===== src/rtl/fifo_rd_drain.sv =====
// sync_fifo: small generic synchronous FIFO, DEPTH must be a power of two.
// Latency: a pushed word is visible on head_dat the cycle after the push edge.
// Backpressure: none internally; the caller must never push when full or pop when empty.
//
// Ports:
//   clk, rst           clock, async active-high reset (pointers and count only)
//   push, push_dat     write one word at the clock edge
//   pop                retire the head word at the clock edge
//   head_dat, count    oldest stored word, number of stored words
module sync_fifo #(
   parameter int WIDTH = 8,
   parameter int DEPTH = 2
) (
   input  logic                       clk,
   input  logic                       rst,
   input  logic                       push,
   input  logic [WIDTH-1:0]           push_dat,
   input  logic                       pop,
   output logic [WIDTH-1:0]           head_dat,
   output logic [$clog2(DEPTH+1)-1:0] count
);

   localparam int AW = (DEPTH > 1) ? $clog2(DEPTH) : 1;
   localparam int CW = $clog2(DEPTH + 1);

   logic [WIDTH-1:0] mem [DEPTH];
   logic [AW-1:0]    wr_ptr;
   logic [AW-1:0]    rd_ptr;
   logic [CW-1:0]    cnt;

   // Storage carries no reset: its contents are meaningless until written.
   always_ff @(posedge clk) begin
      if (push) begin
         mem[wr_ptr] <= push_dat;
      end
   end

   // Pointers wrap naturally because DEPTH is a power of two.
   always_ff @(posedge clk or posedge rst) begin
      if (rst) begin
         wr_ptr <= '0;
         rd_ptr <= '0;
         cnt    <= '0;
      end else begin
         if (push) begin
            wr_ptr <= wr_ptr + AW'(1);
         end
         if (pop) begin
            rd_ptr <= rd_ptr + AW'(1);
         end
         case ({push, pop})
            2'b10:   cnt <= cnt + CW'(1);
            2'b01:   cnt <= cnt - CW'(1);
            default: cnt <= cnt;
         endcase
      end
   end

   assign head_dat = mem[rd_ptr];
   assign count    = cnt;

endmodule

// fifo_rd_drain: pops a FIFO read port and re-presents the words on a valid/ready stream.
// Latency: fifo_rd_en_o in cycle t -> word on m_valid_o/m_data_o in cycle t+2.
// Backpressure: reads are credit-limited so buffered + in-flight words never exceed 2.
//
// Ports:
//   clk_i, rst_i                      read-side clock, async active-high reset
//   enable_i                          1 = fetch; 0 = stop fetching and drain what is pending
//   fifo_empty_i, fifo_error_i        FIFO status
//   fifo_rd_data_i, fifo_rd_en_o      FIFO read port (data valid the cycle after the enable)
//   m_valid_o, m_data_o, m_ready_i    output stream
//   rd_count_o                        delivered-word count, wraps
//   err_sticky_o, err_clr_i           sticky FIFO error flag and its clear
//   idle_o                            FSM resting in IDLE
module fifo_rd_drain #(
   parameter int WIDTH = 8,
   parameter int CNT_W = 16
) (
   input  logic             clk_i,
   input  logic             rst_i,
   input  logic             enable_i,
   input  logic             fifo_empty_i,
   input  logic             fifo_error_i,
   input  logic [WIDTH-1:0] fifo_rd_data_i,
   output logic             fifo_rd_en_o,
   output logic             m_valid_o,
   output logic [WIDTH-1:0] m_data_o,
   input  logic             m_ready_i,
   output logic [CNT_W-1:0] rd_count_o,
   output logic             err_sticky_o,
   input  logic             err_clr_i,
   output logic             idle_o
);

   localparam logic [1:0] S_IDLE  = 2'd0;
   localparam logic [1:0] S_RUN   = 2'd1;
   localparam logic [1:0] S_DRAIN = 2'd2;

   logic [1:0]       state_q;
   logic [1:0]       state_nxt;
   logic             inflight_q;
   logic [1:0]       occ;
   logic [WIDTH-1:0] head_dat;
   logic             pop;
   logic             push;
   logic             rd_en;
   logic [2:0]       credit_used;
   logic [2:0]       occ_after;
   logic [CNT_W-1:0] rd_count_q;
   logic             err_q;
   logic             idle_q;

   assign pop  = m_valid_o & m_ready_i;
   assign push = inflight_q;

   // Words already owed to the buffer after this cycle's pop; a new read is
   // only issued while that leaves room for the word it will return.
   assign credit_used = {1'b0, occ} + {2'b0, inflight_q} - {2'b0, pop};
   assign rd_en       = (state_q == S_RUN) & ~fifo_empty_i & (credit_used < 3'd2);
   assign occ_after   = {1'b0, occ} + {2'b0, push} - {2'b0, pop};

   sync_fifo #(
      .WIDTH (WIDTH),
      .DEPTH (2)
   ) u_skid (
      .clk      (clk_i),
      .rst      (rst_i),
      .push     (push),
      .push_dat (fifo_rd_data_i),
      .pop      (pop),
      .head_dat (head_dat),
      .count    (occ)
   );

   // DRAIN exits on the occupancy that will hold after this edge, so the FSM
   // reaches IDLE in the cycle right after the final pop. No read is issued in
   // DRAIN, so nothing becomes in-flight on the way out.
   always_comb begin
      state_nxt = state_q;
      case (state_q)
         S_IDLE: begin
            if (enable_i) state_nxt = S_RUN;
         end
         S_RUN: begin
            if (!enable_i) state_nxt = S_DRAIN;
         end
         S_DRAIN: begin
            if (enable_i)               state_nxt = S_RUN;
            else if (occ_after == 3'd0) state_nxt = S_IDLE;
         end
         default: state_nxt = S_IDLE;
      endcase
   end

   always_ff @(posedge clk_i or posedge rst_i) begin
      if (rst_i) begin
         state_q    <= S_IDLE;
         inflight_q <= 1'b0;
         rd_count_q <= '0;
         err_q      <= 1'b0;
         idle_q     <= 1'b0;
      end else begin
         state_q    <= state_nxt;
         inflight_q <= rd_en;
         if (pop) begin
            rd_count_q <= rd_count_q + CNT_W'(1);
         end
         // A new error outranks a simultaneous clear.
         if (fifo_error_i) begin
            err_q <= 1'b1;
         end else if (err_clr_i) begin
            err_q <= 1'b0;
         end
         // Registered so every output is 0 while reset is held; afterwards it
         // tracks state_q == S_IDLE exactly.
         idle_q <= (state_nxt == S_IDLE);
      end
   end

   assign fifo_rd_en_o = rd_en;
   assign m_valid_o    = (occ != 2'd0);
   // Gated so the undefined storage never shows on the port when nothing is valid.
   assign m_data_o     = m_valid_o ? head_dat : '0;
   assign rd_count_o   = rd_count_q;
   assign err_sticky_o = err_q;
   assign idle_o       = idle_q;

endmodule


===== config.mk =====
export PLATFORM = sky130hd
export DESIGN_NAME = fifo_rd_drain
export DESIGN_NICKNAME = d
export VERILOG_FILES = /design/src/rtl/fifo_rd_drain.sv
export SDC_FILE = /design/constraint.sdc
export NUM_CORES = 1
export LEC_CHECK = 0
export ABC_AREA = 1
export CAP_MARGIN = 10
export CORE_MARGIN = 4
export CORE_UTILIZATION = 40
export CTS_CLUSTER_DIAMETER = 50
export DETAILED_ROUTE_END_ITERATION = 10
export PLACE_DENSITY = 0.66
export SYNTH_ARGS = -nofsm -noshare
export SYNTH_HDL_FRONTEND = slang
export SYNTH_SLANG_ARGS = --single-unit

===== constraint.sdc =====
create_clock -name clk_i -period 3.15 [get_ports clk_i]
set_clock_uncertainty 0.2 [all_clocks]
set_input_delay 0.315 -clock clk_i [delete_from_list [all_inputs] [get_ports clk_i]]
set_output_delay 0.315 -clock clk_i [all_outputs]
set_load 0.02 [all_outputs]

After elaboration in Yosys (flattened, before gate mapping)

Memories as Yosys holds them, arrays and structs flattened.
Index checks and enable logic that the tools add are counted.

ROM bits: 0
RAM bits: 16
Bits in latches: 0
Memories kept: 1
Bits of input ports: 15
Logic and storage cells: 42
Register bits after elaboration: 25

$lt $le $gt $ge: 1
Equal/unequal tests: 4
Multiplexer cells: 11
$add $sub $neg: 7
Divide/modulo/power cells: 0
Multiply operators: 0
Reductions and logical operators: 6
Bitwise operators: 4
Shift operators: 0

Memories:

| name       | depth | width | read ports | clocked after Yosys merged registers in | wr ports | RTL line | RTL |
|---|---|---|---|---|---|---|---|
| u_skid.mem | 2     | 8     | 1          | 0                                       | 1        | 26       | `logic [WIDTH-1:0] mem [DEPTH];` |

Operator list:

| cell                                                                          | count |
|---|---|
| 16-bit by 1-bit adder with 16-bit output (second input constant)              | 1 |
| 2-bit two-way mux                                                             | 4 |
| 8-bit two-way mux                                                             | 1 |
| 2-bit case mux with 3 select lines                                            | 1 |
| 2-bit nonzero test                                                            | 3 |
| 2-bit by 1-bit equality test with 1-bit output (second input constant)        | 2 |
| 2-bit equality test (second input constant)                                   | 2 |
| 2-bit logical NOT                                                             | 2 |
| 1-bit two-way mux                                                             | 4 |
| 2-bit case mux with 2 select lines                                            | 1 |
| 2-bit by 1-bit adder with 3-bit output                                        | 1 |
| 1-bit bitwise AND                                                             | 3 |
| 3-bit logical NOT                                                             | 1 |
| 3-bit by 2-bit less-than comparator with 1-bit output (second input constant) | 1 |
| 3-bit by 1-bit subtractor with 3-bit output                                   | 1 |
| 1-bit adder (second input constant)                                           | 2 |
| 2-bit by 1-bit adder with 2-bit output (second input constant)                | 1 |
| 2-bit by 1-bit subtractor with 2-bit output (second input constant)           | 1 |
| 1-bit NOT                                                                     | 1 |

Longest topological paths before layout

Gate-level depths: netlist of the first run.

Depth after elaboration: 8
Mapped depth: 14
Depth with buffers taken out: 14

Cells and area by module

From an unflattened synthesis of the first run, not the netlist that was laid out.

Cells, all modules: 203
Area, all modules: 1990.7 µm²

By module, submodules not included:

| module        | cells each | sequential area each (µm²) | times used | area an instance (µm²) |
|---|---|---|---|---|
| fifo_rd_drain | 138        | 525.5                      | 1          | 1168.6 |
| sync_fifo     | 65         | 580.6                      | 1          | 822.0 |

Worst setup path before layout of the first run

OpenSTA, ideal clock, no wires.

Path type: reg-to-output
Start point: register u_skid.cnt[1], in the netlist u_skid.count[1]
End point: output fifo_rd_en_o
Path slack: 0.201 ns
Buffers on the path: 0
Stages on the path, launching flop included: 10
Arrival: 2.434 ns
Cell sequence: dfrtp_1 -> inv_1 -> nand2_2 -> nand2_2 -> nand2_1 -> nand2_1 -> inv_1 -> ha_1 -> fa_1 -> nor4_1

Word-level cells in the longest chain between the ends: 5

RTL lines:

| item                                                  | RTL line | RTL |
|---|---|---|
| start, declared                                       | 29       | `logic [CW-1:0] cnt;` |
| start signal, assigned                                | 52       | `2'b10: cnt <= cnt + CW'(1);` |
| start signal, assigned                                | 53       | `2'b01: cnt <= cnt - CW'(1);` |
| start signal, assigned                                | 54       | `default: cnt <= cnt;` |
| 2-bit nonzero test                                    | 183      | `assign m_valid_o = (occ != 2'd0);` |
| net m_valid_o                                         | 88       | `output logic m_valid_o,` |
| 1-bit bitwise AND                                     | 115      | `assign pop = m_valid_o & m_ready_i;` |
| 3-bit by 1-bit subtractor with 3-bit output           | 120      | `assign credit_used = {1'b0, occ} + {2'b0, inflight_q} - {2'b0, pop};` |
| 3-bit by 2-bit less-than comparator with 1-bit output | 121      | `assign rd_en = (state_q == S_RUN) & ~fifo_empty_i & (credit_used < 3'd2);` |
| 1-bit bitwise AND                                     | 121      |  |
| end, declared                                         | 87       | `output logic fifo_rd_en_o,` |

The timed path passes the listed nets, and every way through them passes these cells.

Worst setup path in the final report of the first run

Start point: register u_skid.cnt[1], in the netlist u_skid.count[1]
End point: output fifo_rd_en_o

Word-level cells in the longest chain between the ends: 5

RTL lines:

| item                                                                           | RTL line |
|---|---|
| branches (longest 2 deep; another with 2-bit by 1-bit adder with 3-bit output) | - |
| 3-bit by 1-bit subtractor with 3-bit output *                                  | 120 |
| 3-bit by 2-bit less-than comparator with 1-bit output *                        | 121 |
| 1-bit bitwise AND *                                                            | 121 |

Every way passes the cells marked *.

==> results of run 1 <==
## worst max-delay path by stage
stage          cells past startpoint  slack, ns            to            start
2_1_floorplan                      9       0.20  fifo_rd_en_o  u_skid.count[1]
3_3_place_gp                      10      -0.21  fifo_rd_en_o        m_ready_i
3_5_place_dp                      10      -0.19  fifo_rd_en_o        m_ready_i
4_1_cts                            9       0.04  fifo_rd_en_o  u_skid.count[1]
5_1_grt                           10       0.02  fifo_rd_en_o  u_skid.count[0]
6_report                           9       0.25  fifo_rd_en_o  u_skid.count[1]
## layer usage
metal | up-vias | global-route usage
li1 | 780 | -
met1 | 670 | 0.1890
met2 | 36 | 0.2055
met3 | 4 | 0.04756
met4 | 0 | 0.05872
met5 | - | 0
## what timing repair did
item	4_1_cts	5_1_grt
setup buffers	0	0
setup endpoints to repair	1	1
gates resized for setup	1	4
## power by group
group / leakage (nW) / internal, W / switching (W)
clock: 0.0439 / 0.000153 / 0.000180
sequential: 0.458 / 0.000659 / 0.000104
combinational: 0.610 / 0.000363 / 0.000459
## synthesized netlist by cell type (all sizes together), types with 2 or more instances
cell    count
nand3      13
a21oi      11
dfrtp      25
xor2        5
nand4       3
o21bai      2
nor2       24
ha          2
edfxtp     16
o21ai       4
nand2      71
buf         2
xnor2       3
inv        29
## cell families (layout without fill, tap and decap cells)
kind of cell | count (synthesis) | after routing
flip-flops | 41 | 41
XOR/XNOR | 8 | 8
AO/OA/AOI/OAI | 17 | 17
AND/OR/NAND/NOR | 114 | 114
buffers and inverters | 32 | 86
adder cells (fa/ha/maj) | 3 | 3
## worst register-to-register path, delay by kind of cell (launching register included)
family	cells	cell delay [ns]
simple gates	8	0.79
fa+ha+maj	2	0.60
flops	1	0.45
compound gates	1	0.12
buf+inv	1	0.06
## state kept, by name (all words and copies together) (netlist names)
signal,cells
u_skid.rd_ptr,1
state_q,2
err_sticky_o,1
u_skid.count,2
u_skid.mem,16
idle_o,1
rd_count_o,16
u_skid.wr_ptr,1
inflight_q,1
## stage by stage
stage	total power, W	TNS [ns]	hold WS (ns)	instances	setup slack (ns)
2_1_floorplan	0.001251	0	0.1423	215	0.2014
5_1_grt	0.002060	0	0.1928	323	0.02347
3_5_place_dp	0.001601	-0.1936	0.2592	315	-0.1936
4_1_cts	0.001938	0	0.1655	323	0.03862
6_report	0.001918	0	0.1601	323	0.2469
3_3_place_gp	0.001591	-0.2073	0.2423	315	-0.2073
## cell usage in the layout, fill, tap and decap left out, drive strengths merged, types with 2 or more instances in the layout
cell / instances
edfxtp: 16
o21ai: 4
a21oi: 11
o21bai: 2
nand2: 71
nand4: 3
clkdlybuf4s50: 41
ha: 2
clkbuf: 6
dfrtp: 25
clkinv: 3
inv: 29
nand3: 13
buf: 6
xor2: 5
nor2: 24
xnor2: 3
## layout make-up
type                       instances  area, um2
clock buffer                       5      68.82
multi-input combinational        142      708.2
sequential                        41       1106
timing repair buffer              48      460.4
tap                               54      67.56
inverter                          30      112.6
clock inverter                     3      17.52
fill                             438       2151
==> reports/qor.txt, run 1 <==
Die Span Y = 77.59 um
Max-slew headroom = 0.5457
Max Slew Vio Count = 0
DR WL met2 = 1.645 mm
NumNets Final = 286
Worst-path clk slew = 0.08 ns
Number of global-route vias before repair = 1414
Largest family of logic cells by synthesized area = simple AND/OR/NAND/NOR gates
Clock sink total = 41
RR Endpoint = idle_o
Post-Synth XOR/XNOR Area = 0.03618
GRT Total Usage = 0.1403
GRT overflow = 0
Final hold vios = 0
Design area = 2541 um2
Post-synthesis adder-cell area fraction = 0.02326
Initial antenna violation count = 0
Die Span X = 77.59 um
Share of cells above drive strength 1 = 0.08550
Synthesized instance count = 215
Placer Congestion = 0.8123
CTS root buffer = clkbuf_8
Compound-Gate Fraction of Synth Area = 0.04651
CP top delay family = simple AND/OR/NAND/NOR gates
CP arrival = 2.39 ns
RR Startpoint = u_skid.count[1]
Antenna-violating nets left = 0
DR WL/cell = 11.90 um
Drt first pass iters = 4
Maximum fanout along the worst path = 9
Library cells used by synthesis = 24
Flop-to-flop setup slack = 0.88 ns
Syn_nets = 233
Drt total wl = 3.843 mm
Initial Util = 0.4128
CTS tree = done
LEAKAGE = 1.111 nW
Ys async rst share = 0.6098
Via-to-Cell Ratio = 4.613
Setup CP Type = reg -> out
Syn_area_per_cell = 9.009 um2
Outcome = finished clean
Synth Area in Simple Gates = 0.2565
First-pass GRT wire length = 6.610 mm
Drt drc = 0
Sequential fraction of the synthesis area = 0.5711
Vias = 1490
Synth top area share = 0.3230
Hold buffer count at CTS = 0
Worst-path cell chain = nor2_4, nor2_4, nand2_1, nand2_1, inv_1, ha_1, fa_1, nor4_2, clkbuf_2
Synthesized flop and latch total = 41
Crit path time final = 2.903 ns
Post-synth EDFFs = 16
Critical path buffer and inverter count = 2
CTS buffer count = 5
Io pins = 43
Final setup viols = 0
RSZ-0062 raised after global routing = no
Latest clock arrival within the worst-skew pair = 0.29 ns
Area Overhead vs Synth = 31.20%
Core area = 4692 um2
Worst reg2reg path depth = 12
Top sig layer = met4
Ant. Diodes = 0
Max incr delay on CP = 0.45 ns
Hpwl dp = 2.854 mm
Max VDD drop = 0.4113 mV
CP startpoint kind = register
Met1 wire length = 1.954 mm
Post-synthesis mux area share = 0
Slowest library cell on the worst path = dfrtp_1
Die area = 6019 um2
Clock Path Buffers = 2
Mapped Area = 1937 um2
Min-Delay Path Class = in -> async
Max-cap violation count = 0
Yosys warns = 0
Worst Max-Slew Pin Slew = 0.6789 ns
Area contributors post-synth = dfrtp_1, edfxtp_1, nand2_1
Largest net degree at the start of global routing = 26
Synth Flop Type = dfrtp_1
Fin util = 0.5416
CP endpoint kind = primary output
Met3 wire len = 180 um
Post-placement cell area = 2454 um2
Tcrit/Tclk final = 0.9216
PwrDens = 754.6 nW/um2
Post-synth top area cell = dfrtp_1
Initial DRC count = 65
FP Rows = 25
Worst endpoint required time = 2.63 ns
Fmax = 344.5 MHz
H-Tree Depth = 2
Port Buf Inserts = 42
Power figures use the tool's default switching activity.
==> inputs of run 2 (changes only) <==
==> constraint.sdc (replaced) <==
create_clock -name clk_i -period 3.15 [get_ports clk_i]
set_clock_uncertainty 0.2 [all_clocks]
set_input_delay 0.315 -clock clk_i [delete_from_list [all_inputs] [get_ports clk_i]]
set_output_delay 0.315 -clock clk_i [all_outputs]
set_load 0.05 [all_outputs]
==> run 2 against run 1 <==
Effect of this change: sequential share of layout area decreased by 0.42 points; cell area increased by 1.1%; routed wire length increased by 4.0%; critical path type unchanged.
==> reports/qor.txt, run 2 (same netlist as run 1, synthesis figures left out) <==
Final setup viols = 0 (unchanged)
Vias = 1509 (+1.3%)
Power Total = 0.002247 W (+17%)
Min-Delay Path Class = reg -> reg
Ant. Diodes = 0 (unchanged)
Max-cap violation count = 0 (unchanged)
GRT overflow = 0 (unchanged)
Switching portion of total power = 0.4622 (+0.07506)
Max-slew headroom = 0.3399 (-0.2059)
Final hold vios = 0 (unchanged)
Share of cells above drive strength 1 = 0.09701 (+0.01151)
Latest clock arrival within the worst-skew pair = 0.30 ns (about the same)
Crit path time final = 3.010 ns (+0.1065 ns)
Max VDD drop = 0.6580 mV (+60%)
Largest net degree at the start of global routing = 26 (unchanged)
Antenna-violating nets left = 0 (unchanged)
Die Span Y = 77.59 um (unchanged)
CP startpoint kind = register
Drt drc = 0 (unchanged)
Max incr delay on CP = 0.46 ns (about the same)
Setup CP Type = reg -> out
Drt total wl = 3.997 mm (+4.0%)
Port Buf Inserts = 42 (unchanged)
Place WS = 0.1803 ns (+0.3740 ns)
Worst endpoint required time = 2.63 ns (about the same)
Fin Setup TNS = 0 ns (unchanged)
P_int = 0.001209 W (+2.8%)
Worst-path cell chain = inv_2, nand2_2, nand2_2, nand2_1, nand2_1, inv_1, ha_1, fa_2, nor4_4, buf_12
CP endpoint kind = primary output
DR WL/cell = 12.41 um (+4.3%)
Area Overhead vs Synth = 32.62%
Commonest non-fill, non-tap cell in the layout = nand2_1
Hold Path Depth = 1
Worst-path clk slew = 0.08 ns (about the same)
Clock Path Buffers = 2 (unchanged)
CTS tree = done
Die Span X = 77.59 um (unchanged)
RSZ-0062 raised after global routing = no
FILL cells = 419 (-4.3%)
NumNets Final = 285 (-0.35%)
CP arrival = 2.49 ns (+0.10 ns)
Clock sink total = 41 (unchanged)
Tcrit/Tclk final = 0.9554 (+0.03380)
Worst reg2reg path depth = 10 (-2)
H-Tree Depth = 2 (unchanged)
Hold endpoint = state_q[0]
Max Slew Vio Count = 0 (unchanged)
Flop-to-flop setup slack = 0.72 ns (-0.16 ns)
LEAKAGE = 1.112 nW (+0.10%)
FP Rows = 25 (unchanged)
Hpwl dp = 2.842 mm (-0.43%)
Number of global-route vias before repair = 1500 (+6.1%)
Core area = 4692 um2 (unchanged)
Initial Util = 0.4128 (unchanged)
Placer Congestion = 0.7469 (-8.1%)
Initial DRC count = 89 (+37%)
Most frequent cells in the layout = nand2_1, clkdlybuf4s50_1, inv_1
Clock power share = 0.157 (-0.017)
Drt first pass iters = 4 (unchanged)
RR Startpoint = u_skid.count[0]
Fmax = 332.3 MHz (-3.5%)
Seq pwr share = 0.339 (-0.059)
Slowest library cell on the worst path = dfrtp_2
Comb pwr share = 0.503 (+0.075)
Via-to-Cell Ratio = 4.686 (+1.6%)
CTS buffer count = 5 (unchanged)
Post-placement cell area = 2441 um2 (-0.51%)
Design area = 2569 um2 (+1.1%)
Die area = 6019 um2 (unchanged)
Maximum fanout along the worst path = 6 (-3)
Worst Max-Slew Pin Slew = 0.9891 ns (+0.3102 ns)
Min-Delay Startpoint = state_q[1]
Outcome = finished clean
Final worst slack = 0.1405 ns (-0.1065 ns)
PwrDens = 874.9 nW/um2 (+16%)
Hold buffer count at CTS = 0 (unchanged)
GRT Total Usage = 0.1460 (+0.005736)
Beginning of the critical path = u_skid.count[0]
Io pins = 43 (unchanged)
First-pass GRT wire length = 6.844 mm (+3.5%)
P_sw = 0.001039 W (+40%)
Initial antenna violation count = 0 (unchanged)
RR Endpoint = inflight_q
CTS root buffer = clkbuf_8
-- run 2: changes by cell type in the layout (fill, tap and decap cells not counted), sizes merged --
cell / before / now
inv: 29 / 30
clkbuf: 6 / 5
clkinv: 3 / 2
-- run 2: timing repair --
| item | in CTS | in global routing |
|---|---|---|
| setup endpoints to repair | 1 | 1 |
| setup buffers | 2 | 2 |
| pin swaps | 1 | 2 |
| resized for setup | 3 | 1 |
| hold endpoints to repair | 0 | 0 |
-- run 2: worst max path at each step --
stage / endpoint / slack [ns]
2_1_floorplan: fifo_rd_en_o / 0.12
3_3_place_gp: fifo_rd_en_o / 0.19
3_5_place_dp: fifo_rd_en_o / 0.18
4_1_cts: fifo_rd_en_o / 0.02
5_1_grt: fifo_rd_en_o / 0.006
6_report: fifo_rd_en_o / 0.14
-- run 2: cell type report --
type                    count  area, um2  share of cell area
well taps                  54      67.56             0.02630
clock buffers               5      68.82             0.02679
repair buffers             47      467.9              0.1822
multi-input cells         142      719.4              0.2801
clock inverters             3      25.02            0.009742
flip-flops and latches     41       1107              0.4311
inverters                  30      112.6             0.04384
-- run 2: stage by stage --
| stage | cells | hold slack, ns | utilization |
|---|---|---|---|
| floorplan | 215 | 0.1423 | - |
| global route | 322 | 0.2994 | 0.5475 |
| CTS | 320 | 0.2656 | 0.5437 |
| finish | 322 | 0.2655 | 0.5475 |
| detailed placement | 310 | 0.2534 | 0.5203 |
| global placement | 310 | 0.2517 | 0.5203 |
-- run 2: per-layer routing --
layer	up-vias	part of all wire	GRT usage
met5	-	0	0
met4	0	0.016	0.05338
met3	5	0.057	0.04756
met2	41	0.44	0.2217
met1	683	0.49	0.1944
li1	780	-	-
-- run 2: power groups by stage --
stage / clock (W) / combinational (W) / sequential (W)
after detailed placement: 0 / 0.00109 / 0.000771
after global placement: 0 / 0.00108 / 0.000770
after floorplan: 0 / 0.000648 / 0.000873
final: 0.000354 / 0.00113 / 0.000763
after global routing: 0.000389 / 0.00123 / 0.000783
after CTS: 0.000369 / 0.00112 / 0.000762
-- run 2: critical path: cells and delay by family, from the launching register on --
kind                       cells  cell delay, ns
and+or+nand+nor                5            0.75
buffers and inverters          3            0.34
DFF                            1            0.46
adders and majority gates      2            0.65
